[src/rtl/mips_boot_ctrl.sv]
// Boot sequencer: holds the MIPS core in reset, streams bytes into memory, then releases it.
// Beats write in their accept cycle; in_ready stays high all through LOAD, so the source alone paces the load.
module mips_boot_ctrl #(
  parameter int WIDTH    = 8,
  parameter int RST_HOLD = 2
) (
  input  logic             clk,
  input  logic             reset,
  input  logic             start,
  input  logic [WIDTH-1:0] base_adr,
  input  logic [WIDTH-1:0] load_len,
  input  logic [WIDTH-1:0] in_data,
  input  logic             in_valid,
  output logic             in_ready,
  input  logic             cpu_memread,
  input  logic             cpu_memwrite,
  input  logic [WIDTH-1:0] cpu_adr,
  input  logic [WIDTH-1:0] cpu_writedata,
  output logic             cpu_reset,
  output logic             mem_read,
  output logic             mem_write,
  output logic [WIDTH-1:0] mem_adr,
  output logic [WIDTH-1:0] mem_wdata,
  output logic             busy,
  output logic             done,
  output logic [WIDTH-1:0] byte_count
);

  localparam logic [1:0] IDLE = 2'd0;
  localparam logic [1:0] LOAD = 2'd1;
  localparam logic [1:0] HOLD = 2'd2;
  localparam logic [1:0] RUN  = 2'd3;

  localparam int              HW        = (RST_HOLD > 1) ? $clog2(RST_HOLD) : 1;
  localparam logic [HW-1:0]   HOLD_LAST = HW'(RST_HOLD - 1);

  logic [1:0]       state;
  logic [WIDTH-1:0] base_q;
  logic [WIDTH-1:0] len_q;
  logic [WIDTH-1:0] count_q;
  logic [HW-1:0]    hold_cnt;
  logic             done_q;
  logic             beat;
  logic             last_beat;
  logic             hold_end;

  assign beat      = (state == LOAD) && in_valid;
  assign last_beat = beat && (count_q == len_q - WIDTH'(1));
  assign hold_end  = (state == HOLD) && (hold_cnt == HOLD_LAST);

  always_ff @(posedge clk) begin
    if (reset) begin
      state    <= IDLE;
      base_q   <= '0;
      len_q    <= '0;
      count_q  <= '0;
      hold_cnt <= '0;
      done_q   <= 1'b0;
    end else begin
      // done marks the first RUN cycle, i.e. the cycle after the hold expires
      done_q <= hold_end;
      case (state)
        IDLE, RUN: begin
          if (start) begin
            base_q   <= base_adr;
            len_q    <= load_len;
            count_q  <= '0;
            hold_cnt <= '0;
            state    <= (load_len != '0) ? LOAD : HOLD;
          end
        end
        LOAD: begin
          if (beat) begin
            count_q <= count_q + WIDTH'(1);
            if (last_beat) begin
              hold_cnt <= '0;
              state    <= HOLD;
            end
          end
        end
        HOLD: begin
          if (hold_end) state <= RUN;
          else          hold_cnt <= hold_cnt + HW'(1);
        end
        default: state <= IDLE;
      endcase
    end
  end

  // Memory port mux: loader owns it in LOAD, core owns it in RUN, idle otherwise
  always_comb begin
    in_ready  = 1'b0;
    mem_read  = 1'b0;
    mem_write = 1'b0;
    mem_adr   = '0;
    mem_wdata = '0;
    case (state)
      LOAD: begin
        in_ready = 1'b1;
        if (beat) begin
          mem_write = 1'b1;
          mem_adr   = base_q + count_q;
          mem_wdata = in_data;
        end
      end
      RUN: begin
        mem_read  = cpu_memread;
        mem_write = cpu_memwrite;
        mem_adr   = cpu_adr;
        mem_wdata = cpu_writedata;
      end
      default: ;
    endcase
  end

  assign cpu_reset  = (state != RUN);
  assign busy       = (state == LOAD) || (state == HOLD);
  assign done       = done_q;
  assign byte_count = count_q;

endmodule

[config.mk]
export PLATFORM = sky130hd
export DESIGN_NAME = mips_boot_ctrl
export DESIGN_NICKNAME = d
export VERILOG_FILES = /design/src/rtl/mips_boot_ctrl.sv
export SDC_FILE = /design/constraint.sdc
export NUM_CORES = 1
export LEC_CHECK = 0
export BUFFER_PORTS_ARGS = -buffer_cell sky130_fd_sc_hd__buf_2
export CORE_MARGIN = 3
export CORE_UTILIZATION = 39
export DETAILED_ROUTE_END_ITERATION = 8
export PLACE_DENSITY = 0.7
export SLEW_MARGIN = 15
export SYNTH_ARGS = -nofsm -noshare
export SYNTH_HDL_FRONTEND = slang
export SYNTH_SLANG_ARGS = --single-unit
[constraint.sdc]
create_clock -name clk -period 1.9 [get_ports clk]
set_input_delay 0 -clock clk [delete_from_list [all_inputs] [get_ports clk]]
set_output_delay 0 -clock clk [all_outputs]
set_load 0.02 [all_outputs]
==> results of run 1 <==
logic make-up after synthesis:
logic type	after synthesis	share of synthesized area
buffers and inverters	24	0.0488
adder cells (fa/ha/maj)	13	0.0896
flip-flops	28	0.295
XOR/XNOR	22	0.102
AND/OR/NAND/NOR	98	0.240
AO/OA/AOI/OAI	57	0.202
multiplexers	4	0.0224
layout make-up:
| cell class | instances | share of cell area |
|---|---|---|
| Timing Repair Buffer | 123 | 0.276 |
| Tap cell | 65 | 0.0280 |
| Sequential cell | 28 | 0.198 |
| Inverter | 12 | 0.0155 |
| Multi-Input combinational cell | 194 | 0.459 |
| Clock buffer | 4 | 0.0228 |
registers in the layout, indices dropped and copies added (netlist names):
| register | cells |
|---|---|
| byte_count | 8 |
| len_q | 8 |
| base_q | 8 |
| hold_cnt | 1 |
| state | 2 |
| done | 1 |
repair_timing:
| item | CTS | global route |
|---|---|---|
| hold buffers | 16 | 0 |
| buffers inserted | 2 | 1 |
| gates resized for setup | 15 | 11 |
| pin swaps | 7 | 11 |
| endpoints found under the setup margin | 6 | 11 |
| endpoints found under the hold margin | 16 | 0 |
worst reg2reg max path: cells and delay by family, from the launching register on:
| kind | cells | cell delay (ns) |
|---|---|---|
| compound gates | 5 | 1.02 |
| fa+ha+maj | 1 | 0.17 |
| buf+inv | 1 | 0.06 |
| flops | 1 | 0.34 |
| mux | 1 | 0.30 |
through the flow:
stage	instance area, sq um	setup TNS, ns	util
final	2910	-0.479	0.642
after global routing	2910	-1.05	0.642
after CTS	2860	-0.673	0.630
after detailed placement	2560	-0.316	0.564
after global placement	2560	-0.133	0.564
after floorplan	1920	-0.233	-
report_power, final:
part / internal [mW] / switching [mW]
clock network: 0.229 / 0.187
registers: 0.675 / 0.0773
logic: 0.681 / 0.749
worst max path at each step:
| stage | start | end | slack (ns) | cells after the start |
|---|---|---|---|---|
| final | byte_count[0]$_SDFFE_PP0P_ | mem_adr[6] | -0.29 | 10 |
| after global routing | byte_count[0]$_SDFFE_PP0P_ | mem_adr[6] | -0.38 | 10 |
| after CTS | byte_count[0]$_SDFFE_PP0P_ | mem_adr[6] | -0.33 | 10 |
| after detailed placement | len_q[1]$_SDFFE_PP0P_ | state[0]$_SDFFE_PP0P_ | -0.12 | 8 |
| after global placement | byte_count[0]$_SDFFE_PP0P_ | mem_adr[6] | -0.05 | 10 |
| after floorplan | len_q[0]$_SDFFE_PP0P_ | state[0]$_SDFFE_PP0P_ | -0.12 | 9 |
metal layers:
metal	vias to the layer above	track usage	part of all wire
met5	-	0	0
met4	0	0.0447	0.0098
met3	8	0.0145	0.038
met2	50	0.377	0.52
met1	936	0.216	0.44
li1	1078	-	-
placed cells by master (no fill, tap or decap), drive strengths merged, types with 2 or more instances in the layout:
master / synthesis / layout
ha: 12 / 12
nand3: 7 / 7
and2: 3 / 3
mux2i: 2 / 2
a311oi: 2 / 2
a21oi: 19 / 19
dfxtp: 28 / 28
and3: 2 / 2
nand2b: 3 / 3
nor3: 2 / 2
nor4: 5 / 5
inv: 12 / 12
o31ai: 2 / 2
xnor2: 11 / 11
buf: 1 / 107
dlygate4sd3: 0 / 16
o21ai: 11 / 11
o21a: 2 / 2
clkbuf: 11 / 4
mux2: 2 / 2
or3: 2 / 2
nand2: 50 / 50
nor2b: 3 / 3
xor2: 11 / 11
nor2: 18 / 18
a22o: 9 / 9
==> impl_metrics.yaml, run 1 <==
floorplan:
  coreArea_sq_um: 4530
  start_util: 0.419
  fp.dieW_um: 75.8
  io_pins: 76
  die-area_sq_um: 5740
  die_h_um: 75.8
  std_cell_rows: 24
power_and_ir_drop:
  p_leak_nw: 1.38
  p_total_mw: 2.60
  peakVddDrop_v: 0.000628
  power_density_nw_per_um2: 893
clock_tree:
  cts.sinks: 28
  cts_tree: "yes"
  cts_buffers: 3
  clockRootBuffer: "clkbuf_8"
  clkTransAtPathRegs_ns: 0.09
  clk_latency_ns: 0.27
  htree_levels: 1
  clockBufferDepth: 2
synth:
  synth_edf_count: 0
  syn_area_per_cell_sq_um: 7.72
  ys.flop_type: "dfxtp_1"
  syn_inst: 246
  synthTopCellsByCount: "nand2_1 (50), dfxtp_1 (28), a21oi_1 (19), nor2_1 (18)"
  ys_ff_latch: 28
  synth_top_cells_by_area: "dfxtp_1 (30%), nand2_1 (9.9%), ha_1 (7.9%)"
  synth-warning-count: 0
  synth_fp_nets: 305
  synth.top_cell.area_share: 0.295
  synth_most_common_cell: "nand2_1"
  synth-seq-area-share: 0.295
  yosysUniqueCellTypes: 43
  yosys.area.top_type: "dfxtp_1"
  netlist_area_sq_um: 1900
  async_reset_ff_frac: 0
cells_and_area:
  nNetsFinal: 421
  antenna_cells: 0
  seq_area_sq_um: 577
  fin_cells: 426
  layout-drive-gt1-share: 0.385
  synthToLayoutAreaGrowth_pct: 53.3
  fillers: 406
  multi_input_area_sq_um: 1340
timing:
  worst_slack_ns: -0.294
  slew_violations: 0
  fmax_ghz: 0.456
  min_period_over_period: 1.15
  fin_worst_skew_ns: 0.00111
  fin_crit_ns: 2.19
  relSlewSlack: 0.570
  setup_viol: 3
  rsz0062_at_grt: "yes"
  finalHoldViolations: 0
  worst_slew_pin_slew_ns: 0.645
  fin_worst_hold_slack_ns: 0.0700
detailed_routing:
  vias_per_cell: 4.86
  drtAntennaViolNets: 0
  drc_errors: 0
  dr_total_vias: 2072
  drt-initial-drc-count: 48
  routed_wl_um: 5290
  drt_first_pass_iters: 4
  wl_per_cell_um: 12.4
worst_setup_path:
  cp_cell_sequence: "ha_4 > inv_2 > fa_2 > nor2b_1 > o21ai_1 > a21boi_1 > o21a_1 > or3_1 > a32o_2 > buf_6"
  worst-endpoint-arrival_ns: 2.19
  rrSetupSlack_ns: -0.09
  critPathMaxFanout: 2
  r2r_cells: 8
  timing.rr.start: "len_q[1]$_SDFFE_PP0P_"
  max_stage_delay_ns: 0.36
  crit_buf_inv: 2
  required_ns: 1.90
  cpMaxStageDelayCell: "dfxtp_4"
  crit_type: "reg2out"
  reg2reg_to: "state[0]$_SDFFE_PP0P_"
  critPathTopFamily: "compound AO/OA/AOI/OAI gates"
  end_kind: "output port"
  cp-start-kind: "register"
grt:
  antenna_found_initial: 0
  grt_pass1_wl_um: 8800
  grt_pass1_vias: 2101
  grt_max_degree: 26
  grt_remaining_overflow: 0
  grt.total_usage: 0.190
place:
  place_hpwl_um: 4000
  dpl.cell_count: 404
  port_buffers: 75
  gp_congestion: 0.827
  dpl_worst_slack_ns: -0.119
hold_path:
  hold_class: "in2reg"
  hold_start: "in_valid"
  min_path_cells: 4
  hold_end: "byte_count[0]$_SDFFE_PP0P_"
flow_run:
  cap_violations: 0
run_status:
  failed_checks: "setup timing"
  status: "complete, but fails checks"
(Power assumes the default switching activity.)
==> run 2: changes to the inputs <==
--- a/config.mk
+++ b/config.mk
@@ -9,7 +9,7 @@
 export CORE_MARGIN = 3
 export CORE_UTILIZATION = 39
 export DETAILED_ROUTE_END_ITERATION = 8
-export PLACE_DENSITY = 0.7
+export PLACE_DENSITY = 0.67
 export SLEW_MARGIN = 15
 export SYNTH_ARGS = -nofsm -noshare
 export SYNTH_HDL_FRONTEND = slang
==> constraint.sdc (replaced) <==
create_clock -name clk -period 2.41 [get_ports clk]
set_input_delay 0 -clock clk [delete_from_list [all_inputs] [get_ports clk]]
set_output_delay 0 -clock clk [all_outputs]
set_load 0.02 [all_outputs]
==> run 2 against run 1 <==
Compared with the run above:
- the flow now finishes without violations
- design area decreased by 11%
- via count is 5.7% lower
- sequential power is 21% lower
- clock power fell by 12%
- hold slack lost 0.063 ns
- power decreased by 28%
- sequential share of layout area is 2.0 points higher
- first-iteration DRC count grew 110%
- wire length shrank 8.1%
- clock skew grew 0.0057 ns
- flip-flop and latch count unchanged
- worst setup slack improved by 0.41 ns
- largest cell class unchanged
- largest power group unchanged
- highest routed layer unchanged
==> impl_metrics.yaml, run 2 (synthesis results as in run 1) <==
worst_setup_path:
  required_ns: 2.41
  worst-endpoint-arrival_ns: 2.29
  rrSetupSlack_ns: 0.18
  crit_type: "reg2out"
  end_kind: "output port"
  critPathMaxFanout: 9
  cp-start-kind: "register"
clock_tree:
  clk_latency_ns: 0.27
  clkTransAtPathRegs_ns: 0.10
  cts_buffers: 3
  htree_levels: 1
  clockRootBuffer: "clkbuf_8"
  cts.sinks: 28
  clockBufferDepth: 2
  cts_tree: "yes"
timing:
  worst_slew_pin_slew_ns: 0.615
  worst_slack_ns: 0.116
  fin_tns_setup_ns: 0
  finalHoldViolations: 0
  slew_violations: 0
  fin_worst_skew_ns: 0.00684
  setup_viol: 0
  fmax_ghz: 0.436
  min_period_over_period: 0.952
  fin_crit_ns: 2.29
  relSlewSlack: 0.590
detailed_routing:
  routed_wl_um: 4860
  vias_per_cell: 4.90
  wl_per_cell_um: 12.2
  drt-initial-drc-count: 101
  drc_errors: 0
  drt_first_pass_iters: 4
  dr_total_vias: 1954
  drtAntennaViolNets: 0
cells_and_area:
  layout-drive-gt1-share: 0.275
  layout_common_cells: "buf_2 (75), nand2_1 (50), dfxtp_1 (27)"
  fin_cells: 399
  antenna_cells: 0
  fillers: 419
  nNetsFinal: 394
  post-route-util: 0.569
  design_area_sq_um: 2580
  layout_commonest_cell: "buf_2"
  synthToLayoutAreaGrowth_pct: 36.0
place:
  dpl_worst_slack_ns: 0.200
  port_buffers: 75
  gp_congestion: 0.797
  dpl.cell_count: 380
  place_hpwl_um: 3840
  dpl_cell_area_sq_um: 2350
flow_run:
  cap_violations: 0
floorplan:
  start_util: 0.419
  io_pins: 76
  std_cell_rows: 24
  fp.dieW_um: 75.8
  die-area_sq_um: 5740
  die_h_um: 75.8
  coreArea_sq_um: 4530
grt:
  grt_pass1_wl_um: 7690
  grt_pass1_vias: 1799
  grt_remaining_overflow: 0
  antenna_found_initial: 0
  grt.total_usage: 0.171
  grt_max_degree: 26
hold_path:
  hold_class: "in2reg"
power_and_ir_drop:
  p_leak_nw: 1.21
  peakVddDrop_v: 0.000379
  power_density_nw_per_um2: 725
run_status:
  status: "finished, final reports clean"
run 2: where the power goes:
part / leakage [nW] / switching, mW / total (mW) / internal (mW)
Sequential: 0.229 / 0.0628 / 0.592 / 0.529
Clock: 0.0357 / 0.145 / 0.367 / 0.222
Combinational: 0.943 / 0.527 / 0.914 / 0.386
Total: 1.21 / 0.735 / 1.87 / 1.14
run 2: cell type report:
| class | instances | area [sq um] | share of cell area |
|---|---|---|---|
| Clock inverter | 1 | 30.0 | 0.0116 |
| Inverter | 12 | 45.0 | 0.0175 |
| Clock buffer | 3 | 41.3 | 0.0160 |
| Timing Repair Buffer | 96 | 571 | 0.221 |
| Tap cell | 65 | 81.3 | 0.0315 |
| Multi-Input combinational cell | 194 | 1250 | 0.484 |
| Sequential cell | 28 | 564 | 0.219 |
run 2: critical path, stage by stage (launching register included):
cell      delay (ns)
dfxtp_4         0.39
ha_1            0.34
nor2b_1         0.15
o21ai_1         0.18
a21boi_2        0.08
o21a_1          0.18
or3_1           0.31
a32o_1          0.25
buf_2           0.15
run 2: final timing paths:
kind / cells past startpoint / endpoint / startpoint
worst min register to register: 2 / base_q[0]$_SDFFE_PP0P_ / base_q[0]$_SDFFE_PP0P_
worst min-delay path: 3 / base_q[0]$_SDFFE_PP0P_ / base_adr[0]
worst max-delay path: 8 / mem_adr[6] / byte_count[2]$_SDFFE_PP0P_
worst max register to register: 8 / state[1]$_SDFFE_PP0P_ / len_q[0]$_SDFFE_PP0P_
run 2: routing by layer:
metal,global-route usage,wire length [um]
met5,0,0
met4,0.0330,23
met3,0.0198,341
met2,0.329,2290
met1,0.203,2210
run 2: metrics by stage:
step	hold WS, ns	power [mW]
6_report	0.00734	1.87
5_1_grt	0.00441	2.02
4_1_cts	0.00997	1.89
3_5_place_dp	0.246	1.50
3_3_place_gp	0.241	1.49
2_1_floorplan	0.136	1.25
run 2: timing repair:
action	4_1_cts	5_1_grt
endpoints found under the hold margin	15	0
resized for setup	1	4
endpoints found under the setup margin	1	1
setup buffers	0	0
pin swaps	0	1
hold buffers	15	0
